### src/rtl/fpu_pkg.sv
// ---------------------------------------------------------------------------
// fpu_pkg
// Shared definitions for the FPU issue controller:
//   - op-code constants for the combinational FPU datapath
//   - issue FSM state encoding
//   - lat_of():  per-op cycle allotment
//   - max_lat(): largest allotment, used to size the latency counter
// ---------------------------------------------------------------------------
package fpu_pkg;

  localparam logic [3:0] FPU_OP_ADDSUB = 4'd0;
  localparam logic [3:0] FPU_OP_MUL    = 4'd1;
  localparam logic [3:0] FPU_OP_DIV    = 4'd2;
  localparam logic [3:0] FPU_OP_MINMAX = 4'd3;
  localparam logic [3:0] FPU_OP_CMP    = 4'd4;
  localparam logic [3:0] FPU_OP_SGNJ   = 4'd5;
  localparam logic [3:0] FPU_OP_CVT    = 4'd6;
  localparam logic [3:0] FPU_OP_ICVT   = 4'd7;

  // Op driven to the datapath while an illegal op is being reported.
  localparam logic [3:0] FPU_OP_NONE   = 4'hF;

  typedef enum logic [1:0] {
    ST_IDLE = 2'd0,
    ST_EXEC = 2'd1,
    ST_DONE = 2'd2
  } fpu_state_e;

  // Cycles allotted to a legal op. Illegal codes fall into the default
  // branch, but the caller never loads the counter for them.
  function automatic int lat_of(input logic [3:0] op,
                                input int lat_addsub,
                                input int lat_mul,
                                input int lat_div,
                                input int lat_other);
    case (op)
      FPU_OP_ADDSUB: lat_of = lat_addsub;
      FPU_OP_MUL:    lat_of = lat_mul;
      FPU_OP_DIV:    lat_of = lat_div;
      default:       lat_of = lat_other;
    endcase
  endfunction

  function automatic int max_lat(input int a, input int b,
                                 input int c, input int d);
    int m;
    m = a;
    if (b > m) m = b;
    if (c > m) m = c;
    if (d > m) m = d;
    max_lat = m;
  endfunction

endpackage

### src/rtl/fpu_lat_counter.sv
// ---------------------------------------------------------------------------
// fpu_lat_counter
// Loadable down-counter that times how long the operands are held on the
// multicycle datapath. Load wins over decrement; decrement stops at zero.
// Ports:
//   i_clk, i_rst_n   clock, asynchronous active-low reset
//   i_load           load i_load_val this edge
//   i_load_val       value loaded (latency - 1)
//   i_dec            decrement request (ignored when already zero)
//   o_zero           counter is zero
// ---------------------------------------------------------------------------
module fpu_lat_counter #(
  parameter int CNT_W = 3
) (
  input  logic             i_clk,
  input  logic             i_rst_n,
  input  logic             i_load,
  input  logic [CNT_W-1:0] i_load_val,
  input  logic             i_dec,
  output logic             o_zero
);

  logic [CNT_W-1:0] r_cnt;

  always_ff @(posedge i_clk or negedge i_rst_n) begin
    if (!i_rst_n) begin
      r_cnt <= '0;
    end else if (i_load) begin
      r_cnt <= i_load_val;
    end else if (i_dec && (r_cnt != '0)) begin
      r_cnt <= r_cnt - CNT_W'(1);
    end
  end

  assign o_zero = (r_cnt == '0);

endmodule

### src/rtl/fpu_issue_ctrl.sv
// ---------------------------------------------------------------------------
// fpu_issue_ctrl
// Sequencing controller in front of the combinational FPU datapath. Accepts
// one op at a time, holds its operands stable for a per-op number of cycles
// (multicycle paths), captures the result and presents it with its tag.
// Ports:
//   in_clk, in_rst_n                     clock, asynchronous active-low reset
//   in_req_*/out_req_ready               request port (valid/ready)
//   in_flush                             abort in-flight op / pending result
//   out_fpu_*                            registered operands/controls to datapath
//   in_fpu_result                        datapath result
//   out_res_*/in_res_ready               response port (valid/ready)
//   out_busy                             FSM not idle
//   out_op_count                         consumed-result counter (wraps)
// ---------------------------------------------------------------------------
module fpu_issue_ctrl
  import fpu_pkg::*;
#(
  parameter int DATA_WIDTH = 64,
  parameter int TAG_WIDTH  = 5,
  parameter int LAT_ADDSUB = 2,
  parameter int LAT_MUL    = 3,
  parameter int LAT_DIV    = 8,
  parameter int LAT_OTHER  = 1
) (
  input  logic                  in_clk,
  input  logic                  in_rst_n,
  input  logic                  in_req_valid,
  output logic                  out_req_ready,
  input  logic [3:0]            in_req_op,
  input  logic                  in_req_fmt,
  input  logic                  in_req_output_fmt,
  input  logic [DATA_WIDTH-1:0] in_req_rs1,
  input  logic [DATA_WIDTH-1:0] in_req_rs2,
  input  logic [TAG_WIDTH-1:0]  in_req_tag,
  input  logic                  in_flush,
  output logic [DATA_WIDTH-1:0] out_fpu_rs1,
  output logic [DATA_WIDTH-1:0] out_fpu_rs2,
  output logic [3:0]            out_fpu_op,
  output logic                  out_fpu_fmt,
  output logic                  out_fpu_output_fmt,
  input  logic [DATA_WIDTH-1:0] in_fpu_result,
  output logic                  out_res_valid,
  input  logic                  in_res_ready,
  output logic [DATA_WIDTH-1:0] out_res_data,
  output logic [TAG_WIDTH-1:0]  out_res_tag,
  output logic                  out_res_illegal,
  output logic                  out_busy,
  output logic [15:0]           out_op_count
);

  localparam int LAT_MAX = max_lat(LAT_ADDSUB, LAT_MUL, LAT_DIV, LAT_OTHER);
  localparam int CNT_W   = (LAT_MAX > 1) ? $clog2(LAT_MAX) : 1;

  fpu_state_e r_state;
  fpu_state_e w_state_nxt;

  logic [DATA_WIDTH-1:0] r_rs1;
  logic [DATA_WIDTH-1:0] r_rs2;
  logic [3:0]            r_op;
  logic                  r_fmt;
  logic                  r_output_fmt;
  logic [TAG_WIDTH-1:0]  r_tag;
  logic [DATA_WIDTH-1:0] r_res_data;
  logic                  r_res_illegal;
  logic [15:0]           r_op_count;

  logic             w_req_illegal;
  logic             w_accept;
  logic             w_consume;
  logic             w_capture;
  logic             w_cnt_zero;
  logic [CNT_W-1:0] w_lat_m1;

  assign w_req_illegal = in_req_op[3];
  assign w_lat_m1      = CNT_W'(lat_of(in_req_op, LAT_ADDSUB, LAT_MUL,
                                       LAT_DIV, LAT_OTHER) - 1);

  // Ready depends only on state, flush and the response-side ready, so a
  // finishing result and a new request can hand off in the same cycle.
  assign out_req_ready = !in_flush &&
                         ((r_state == ST_IDLE) ||
                          ((r_state == ST_DONE) && in_res_ready));

  assign w_accept  = in_req_valid && out_req_ready;
  assign w_consume = (r_state == ST_DONE) && in_res_ready && !in_flush;
  assign w_capture = (r_state == ST_EXEC) && w_cnt_zero && !in_flush;

  fpu_lat_counter #(
    .CNT_W(CNT_W)
  ) u_lat_counter (
    .i_clk      (in_clk),
    .i_rst_n    (in_rst_n),
    .i_load     (w_accept && !w_req_illegal),
    .i_load_val (w_lat_m1),
    .i_dec      (r_state == ST_EXEC),
    .o_zero     (w_cnt_zero)
  );

  always_ff @(posedge in_clk or negedge in_rst_n) begin
    if (!in_rst_n) begin
      r_state <= ST_IDLE;
    end else begin
      r_state <= w_state_nxt;
    end
  end

  always_comb begin
    w_state_nxt = r_state;
    unique case (r_state)
      ST_IDLE: begin
        if (w_accept) w_state_nxt = w_req_illegal ? ST_DONE : ST_EXEC;
      end
      ST_EXEC: begin
        if (in_flush)        w_state_nxt = ST_IDLE;
        else if (w_cnt_zero) w_state_nxt = ST_DONE;
      end
      ST_DONE: begin
        if (in_flush)          w_state_nxt = ST_IDLE;
        else if (w_accept)     w_state_nxt = w_req_illegal ? ST_DONE : ST_EXEC;
        else if (in_res_ready) w_state_nxt = ST_IDLE;
      end
      default: w_state_nxt = ST_IDLE;
    endcase
  end

  // Operand/control registers: written only on accept, so they stay
  // constant on the datapath for the whole EXEC window.
  always_ff @(posedge in_clk or negedge in_rst_n) begin
    if (!in_rst_n) begin
      r_rs1        <= '0;
      r_rs2        <= '0;
      r_op         <= '0;
      r_fmt        <= 1'b0;
      r_output_fmt <= 1'b0;
      r_tag        <= '0;
    end else if (w_accept) begin
      r_rs1        <= in_req_rs1;
      r_rs2        <= in_req_rs2;
      r_op         <= w_req_illegal ? FPU_OP_NONE : in_req_op;
      r_fmt        <= in_req_fmt;
      r_output_fmt <= in_req_output_fmt;
      r_tag        <= in_req_tag;
    end
  end

  always_ff @(posedge in_clk or negedge in_rst_n) begin
    if (!in_rst_n) begin
      r_res_data    <= '0;
      r_res_illegal <= 1'b0;
    end else if (w_accept && w_req_illegal) begin
      r_res_data    <= '0;
      r_res_illegal <= 1'b1;
    end else if (w_capture) begin
      r_res_data    <= in_fpu_result;
      r_res_illegal <= 1'b0;
    end
  end

  always_ff @(posedge in_clk or negedge in_rst_n) begin
    if (!in_rst_n) begin
      r_op_count <= '0;
    end else if (w_consume) begin
      r_op_count <= r_op_count + 16'd1;
    end
  end

  assign out_fpu_rs1        = r_rs1;
  assign out_fpu_rs2        = r_rs2;
  assign out_fpu_op         = r_op;
  assign out_fpu_fmt        = r_fmt;
  assign out_fpu_output_fmt = r_output_fmt;
  assign out_res_valid      = (r_state == ST_DONE);
  assign out_res_data       = r_res_data;
  assign out_res_tag        = r_tag;
  assign out_res_illegal    = r_res_illegal;
  assign out_busy           = (r_state != ST_IDLE);
  assign out_op_count       = r_op_count;

endmodule
### config.mk
export PLATFORM = sky130hd
export DESIGN_NAME = fpu_issue_ctrl
export DESIGN_NICKNAME = d
export VERILOG_FILES = /design/src/rtl/fpu_pkg.sv /design/src/rtl/fpu_lat_counter.sv /design/src/rtl/fpu_issue_ctrl.sv
export SDC_FILE = /design/constraint.sdc
export NUM_CORES = 1
export LEC_CHECK = 0
export CAP_MARGIN = 20
export CORE_ASPECT_RATIO = 0.6
export CORE_MARGIN = 5
export CORE_UTILIZATION = 37
export CTS_BUF_LIST = sky130_fd_sc_hd__clkbuf_8
export CTS_CLUSTER_SIZE = 16
export DETAILED_ROUTE_END_ITERATION = 10
export GPL_ROUTABILITY_DRIVEN = 0
export PLACE_DENSITY = 0.78
export SLEW_MARGIN = 20
export SYNTH_ARGS = -nofsm -noshare
export SYNTH_HDL_FRONTEND = slang
export SYNTH_SLANG_ARGS = --single-unit
### constraint.sdc
create_clock -name in_clk -period 1.7 [get_ports in_clk]
set_clock_uncertainty 0.05 [all_clocks]
set_input_delay 0.34 -clock in_clk [delete_from_list [all_inputs] [get_ports in_clk]]
set_output_delay 0.34 -clock in_clk [all_outputs]
set_load 0.01 [all_outputs]
# Word-level counts from Yosys, hierarchy flattened
# Index checks and enable logic that the tools add are counted.
[classes]
n_addsub = 3
eq_ne = 7
muxes = 16
reduce_logical = 20
[ops]
columns = ["op", "n"]
rows = [
  ["$mux W64", 2],
  ["$add A16 B1 Y16 const B", 1],
  ["$mux W2", 7],
  ["$pmux W2 S3", 2],
  ["$logic_and A1 B1 Y1", 9],
  ["$mux W3", 2],
  ["$reduce_bool A2 Y1", 3],
  ["$eq A4 B1 Y1 const B", 1],
  ["$eq A4 B2 Y1 const B", 1],
  ["$logic_not A4 Y1", 1],
  ["$mux W4", 1],
  ["$ne A4 B2 Y1 const B", 1],
  ["$logic_not A3 Y1", 1],
  ["$ne A3 B3 Y1 const B", 1],
  ["$reduce_and A3 Y1", 1],
  ["$reduce_bool A3 Y1", 1],
  ["$sub A3 B1 Y3 const B", 1],
  ["$sub A3 B2 Y3 const B", 1],
  ["$eq A2 B1 Y1 const B", 1],
  ["$eq A2 B2 Y1 const B", 1],
  ["$logic_not A1 Y1", 2],
  ["$logic_not A2 Y1", 1],
  ["$mux W1", 2],
  ["$ne A2 B2 Y1 const B", 1],
  ["$logic_or A1 B1 Y1", 1],
]
[totals]
regBits = 225
inputBits = 208
out_inout_bits = 223
word_cells = 57

# Logic depth before layout (Yosys ltp)
[logic_depth]
word_depth = 8
depth_mapped = 8
ltp_nobuf = 6

# Hierarchy
# Synthesis repeated with hierarchy kept, for this count alone.
[hier_totals]
cells_unflattened = 544
hier_area_um2 = 8876.0
[by_module_without_submodules]
columns = ["module", "n_inst", "cells_each", "area_each_um2", "seq_area_each_um2"]
rows = [
  ["fpu_issue_ctrl", 1, 525, 8685.8, 5555.3],
  ["fpu_lat_counter", 1, 19, 190.2, 75.1],
]

# Least setup slack after synthesis
# Ideal clock, no wire load.
[synth_path]
path_type = "register -> register"
startpoint = "reg r_state[1]"
endpoint = "reg r_rs2[10], in the netlist out_fpu_rs2[10]"
setup_ps = 125
arrival_ps = 1668
required_ps = 1525
path_slack_ps = -142
stages_incl_launch_ff = 5
n_path_buf = 2
period_less_slack_ps = 1842
path_cell_list = "dfrtp_1 > a2111oi_4 > buf_2 > buf_2 > mux2_2"
[synth_via]
elab_chain_cells = 5
word_cells_on_any_way = 6
cone_classes = "eq/ne: 1; reduce/logical: 5"
[synth_rtl]
columns = ["element", "line", "rtl"]
rows = [
  ["start, declared", "fpu_issue_ctrl.sv:55", "fpu_state_e r_state;"],
  ["start signal, assigned", "fpu_issue_ctrl.sv:104", "r_state <= w_state_nxt;"],
  ["$eq A2 B2 Y1", "fpu_issue_ctrl.sv:83", "((r_state == ST_DONE) && in_res_ready));"],
  ["$logic_and A1 B1 Y1", "fpu_issue_ctrl.sv:83", ""],
  ["$logic_or A1 B1 Y1 (*)", "fpu_issue_ctrl.sv:82", "((r_state == ST_IDLE) ||"],
  ["$logic_and A1 B1 Y1 (*)", "fpu_issue_ctrl.sv:81", "assign out_req_ready = !in_flush &&"],
  ["$logic_and A1 B1 Y1 (*)", "fpu_issue_ctrl.sv:85", "assign w_accept = in_req_valid && out_req_ready;"],
  ["end signal, assigned", "fpu_issue_ctrl.sv:139", "r_rs2 <= in_req_rs2;"],
  ["end, declared", "fpu_issue_ctrl.sv:59", "logic [DATA_WIDTH-1:0] r_rs2;"],
]
# Mark *: on every way between the ends. The rest lies on a longest branch, timed or not.
# A chain may end at the register's enable or synchronous reset.

# Worst setup path after layout
[layout_path]
startpoint = "reg r_state[1]"
endpoint = "reg r_rs1[30], in the netlist out_fpu_rs1[30]"
[layout_via]
elab_chain_cells = 5
word_cells_on_any_way = 6
cone_classes = "eq/ne: 1; reduce/logical: 5"
[layout_rtl]
columns = ["element", "line", "rtl"]
rows = [
  ["$eq A2 B2 Y1", "fpu_issue_ctrl.sv:83", ""],
  ["$logic_and A1 B1 Y1", "fpu_issue_ctrl.sv:83", ""],
  ["$logic_or A1 B1 Y1 (*)", "fpu_issue_ctrl.sv:82", ""],
  ["$logic_and A1 B1 Y1 (*)", "fpu_issue_ctrl.sv:81", ""],
  ["$logic_and A1 B1 Y1 (*)", "fpu_issue_ctrl.sv:85", ""],
  ["end signal, assigned", "fpu_issue_ctrl.sv:138", "r_rs1 <= in_req_rs1;"],
  ["end, declared", "fpu_issue_ctrl.sv:58", "logic [DATA_WIDTH-1:0] r_rs1;"],
]
# Marks and branches as above.

==> results.sh <==
export IMPL_slowest_stage="dfrtp_1"
export IMPL_busiest_layer="met2"
export IMPL_core_area_um2=22200
export IMPL_worst_r2r_endpoint="out_fpu_rs1[30]"
export IMPL_cp_slowest_stage_delay_ps=390
export IMPL_pre_cts_ws_ps=-543
export IMPL_total_power_w=0.0172
export IMPL_clk_latency_ps=520
export IMPL_worstPathRequired_ps=2060
export IMPL_ys_seq_area_share_pct=66.8
export IMPL_io_pins=431
export IMPL_first_pass_iters=4
export IMPL_dpl_cell_area_um2=13500
export IMPL_worst_ep_arrival_time_ps=2280
export IMPL_synthesis_area_um2=8430
export IMPL_status="finished, violations left"
export IMPL_end_kind="flop"
export IMPL_grt_overflow=0
export IMPL_hold_slack_ps=273
export IMPL_cts_htree_levels=2
export IMPL_avgRoutedWirePerCell_um=21.2
export IMPL_grt_usage_pct=21.6
export IMPL_cellLeakagePower_nw=7.07
export IMPL_ys_types=30
export IMPL_hpwl_um=20800
export IMPL_wirelength_um=29200
export IMPL_clk_pin_slew_ps=70
export IMPL_yosys_register_bits=225
export IMPL_r2r_start="r_state[1]"
export IMPL_vias=6651
export IMPL_start_util_pct=37.9
export IMPL_antenna_left=0
export IMPL_die_width_um=205
export IMPL_cts_inserted_buffers=35
export IMPL_cts_sinks=225
export IMPL_slew_headroom_pct=70.8
export IMPL_ys_warn_count=0
export IMPL_fmax_mhz=522
export IMPL_reg2reg_depth=6
export IMPL_grt_util_met2_pct=36.2
export IMPL_p_per_area_nw_per_um2=1180
export IMPL_maxCapViolations=0
export IMPL_syn2layout_area_growth_pct=73.6
export IMPL_die_y_um=127
export IMPL_fin_crit_ps=1910
export IMPL_drc=0
export IMPL_syn_num_nets=753
export IMPL_synth_avg_cell_area_um2=15.6
export IMPL_critPathBufInv=4
export IMPL_hold_violations=0
export IMPL_grtUsageMet3_pct=9.44
export IMPL_final_layout_size_suffix_gt1_share_pct=26.1
export IMPL_globalRouteMet1Util_pct=25.1
export IMPL_rows=42
export IMPL_antenna_found_initial=2
export IMPL_critical_path_top_delay_family="buffers and inverters"
export IMPL_post_route_period_util_pct=113
export IMPL_path_class="reg -> reg"
export IMPL_r2r_setup_slack_ps=-210
export IMPL_via_per_inst=4.82
export IMPL_drtIter0Drc=256
export IMPL_die_area_um2=26000
export IMPL_netlist_instances=542
export IMPL_rsz0062_at_grt="true"
export IMPL_ir_worst_vdd_v=0.000903
export IMPL_cp_max_fo=10
export IMPL_cp_cell_sequence="buf_6, a2111oi_4, buf_4, buf_12, bufbuf_16, mux2_2"
export IMPL_cts_root_buf="clkbuf_8"
export IMPL_port_buffers=430
export IMPL_setup_slack_ps=-215
export IMPL_drv_slew=0
export IMPL_design_area_um2=14600
export IMPL_grt_start_max_net_pins=57
export IMPL_grt_pass1_vias=7405
export IMPL_hp_class="in -> async"
export IMPL_violations="setup timing"
export IMPL_start_kind="flop"
export IMPL_setup_violations=207
export IMPL_grt_pass1_wl_um=43500
export IMPL_cts_tree="built"
export IMPL_clockBufferDepth=3
export IMPL_finalNetCount=1262
export IMPL_n_antenna_cell=0
export IMPL_tightest_slew_ps=437
-- cells in the mapped netlist --
cell type / instances / area, µm²
dfrtp_1: 225 / 5630
mux2_2: 138 / 1550
a22o_1: 64 / 561
buf_2: 21 / 105
xnor2_1: 12 / 105
nor2_1: 11 / 41.3
clkbuf_1: 9 / 33.8
inv_1: 8 / 30.0
nand2_1: 7 / 26.3
a21oi_1: 6 / 30.0
xor2_1: 6 / 52.6
nand3_1: 5 / 25.0
nand4_1: 5 / 31.3
and3_1: 3 / 18.8
ha_1: 3 / 37.5
nor3_1: 3 / 15.0
nor2b_1: 2 / 12.5
o21ai_0: 2 / 10.0
a2111oi_4: 1 / 27.5
a211oi_1: 1 / 7.51
a21o_1: 1 / 7.51
and2_1: 1 / 6.26
and4_1: 1 / 8.76
and4bb_2: 1 / 12.5
inv_2: 1 / 3.75
mux2i_1: 1 / 10.0
nand2b_1: 1 / 6.26
nor3b_1: 1 / 7.51
o41ai_1: 1 / 8.76
or2_2: 1 / 6.26
-- state kept, by name, indices dropped and copies added, names as in the netlist --
name	cells
out_res_illegal	1
out_fpu_rs2	64
out_res_tag	5
out_res_data	64
r_state	2
out_fpu_output_fmt	1
u_lat_counter.r_cnt	3
out_fpu_fmt	1
out_fpu_rs1	64
out_op_count	16
out_fpu_op	4
-- area by class of cell --
class / instances / area [µm²]
clock buffers: 42 / 578
clock inverters: 15 / 88.8
fillers: 1681 / 7590
inverters: 9 / 33.8
multi-input cells: 278 / 2880
flip-flops and latches: 225 / 5640
well taps: 308 / 385
repair buffers: 502 / 5040
-- per-layer routing --
layer | wire length [µm] | share of wire [%] | up-vias
met5 | 27 | 0.093 | -
met2 | 14200 | 49 | 261
met1 | 11300 | 39 | 3358
met3 | 2890 | 9.9 | 56
li1 | - | - | 2972
met4 | 687 | 2.4 | 4
-- through the flow --
stage	util (%)	setup TNS [ps]	cells
2_1_floorplan	-	-11480	542
5_1_grt	65.9	-48910	1379
4_1_cts	65.1	-26810	1371
6_report	65.9	-30270	1379
3_5_place_dp	60.5	-107040	1290
3_3_place_gp	60.5	-103490	1290
-- how the worst max path moves through the flow --
stage / from / to / slack, ps / cells after the start
after floorplan: r_state[1] / out_fpu_rs2[10] / -90 / 4
after global placement: in_res_ready / u_lat_counter.r_cnt[1] / -520 / 6
after detailed placement: in_res_ready / u_lat_counter.r_cnt[0] / -540 / 6
after CTS: r_state[1] / out_busy / -230 / 3
after global routing: r_state[1] / out_res_data[62] / -320 / 9
final: r_state[1] / out_fpu_rs1[30] / -210 / 6
-- cells by family (layout without fill, tap and decap cells) --
family | Yosys count | count (layout) | share of synthesized area [%]
XOR/XNOR | 18 | 18 | 1.87
AO/OA/AOI/OAI | 76 | 76 | 7.73
buffers and inverters | 39 | 568 | 2.05
multiplexers | 139 | 139 | 18.5
flip-flops | 225 | 225 | 66.8
AND/OR/NAND/NOR | 42 | 42 | 2.58
adder cells (fa/ha/maj) | 3 | 3 | 0.445
-- where the power goes --
group	switching, W	leakage [nW]	internal (W)
logic	0.00229	3.90	0.00317
registers	0.000679	2.79	0.00661
clock network	0.00209	0.384	0.00238
total	0.00505	7.07	0.0122
-- cell usage in the layout, fill, tap and decap left out, drive strengths merged, types with 7 or more instances in the layout --
| cell type | instances |
|---|---|
| a22o | 64 |
| buf | 69 |
| clkbuf | 46 |
| clkdlybuf4s50 | 206 |
| dfrtp | 225 |
| dlygate4sd2 | 214 |
| inv | 18 |
| mux2 | 138 |
| nand2 | 7 |
| nor2 | 11 |
| xnor2 | 12 |
-- timing repair --
item	4_1_cts	5_1_grt
setup buffers	13	8
endpoints found under the setup margin	424	222
pin swaps	1	2
gates cloned	10	3
endpoints found under the hold margin	40	0
hold buffers	1	0
gates resized for setup	303	38
(Power assumes the default switching activity.)
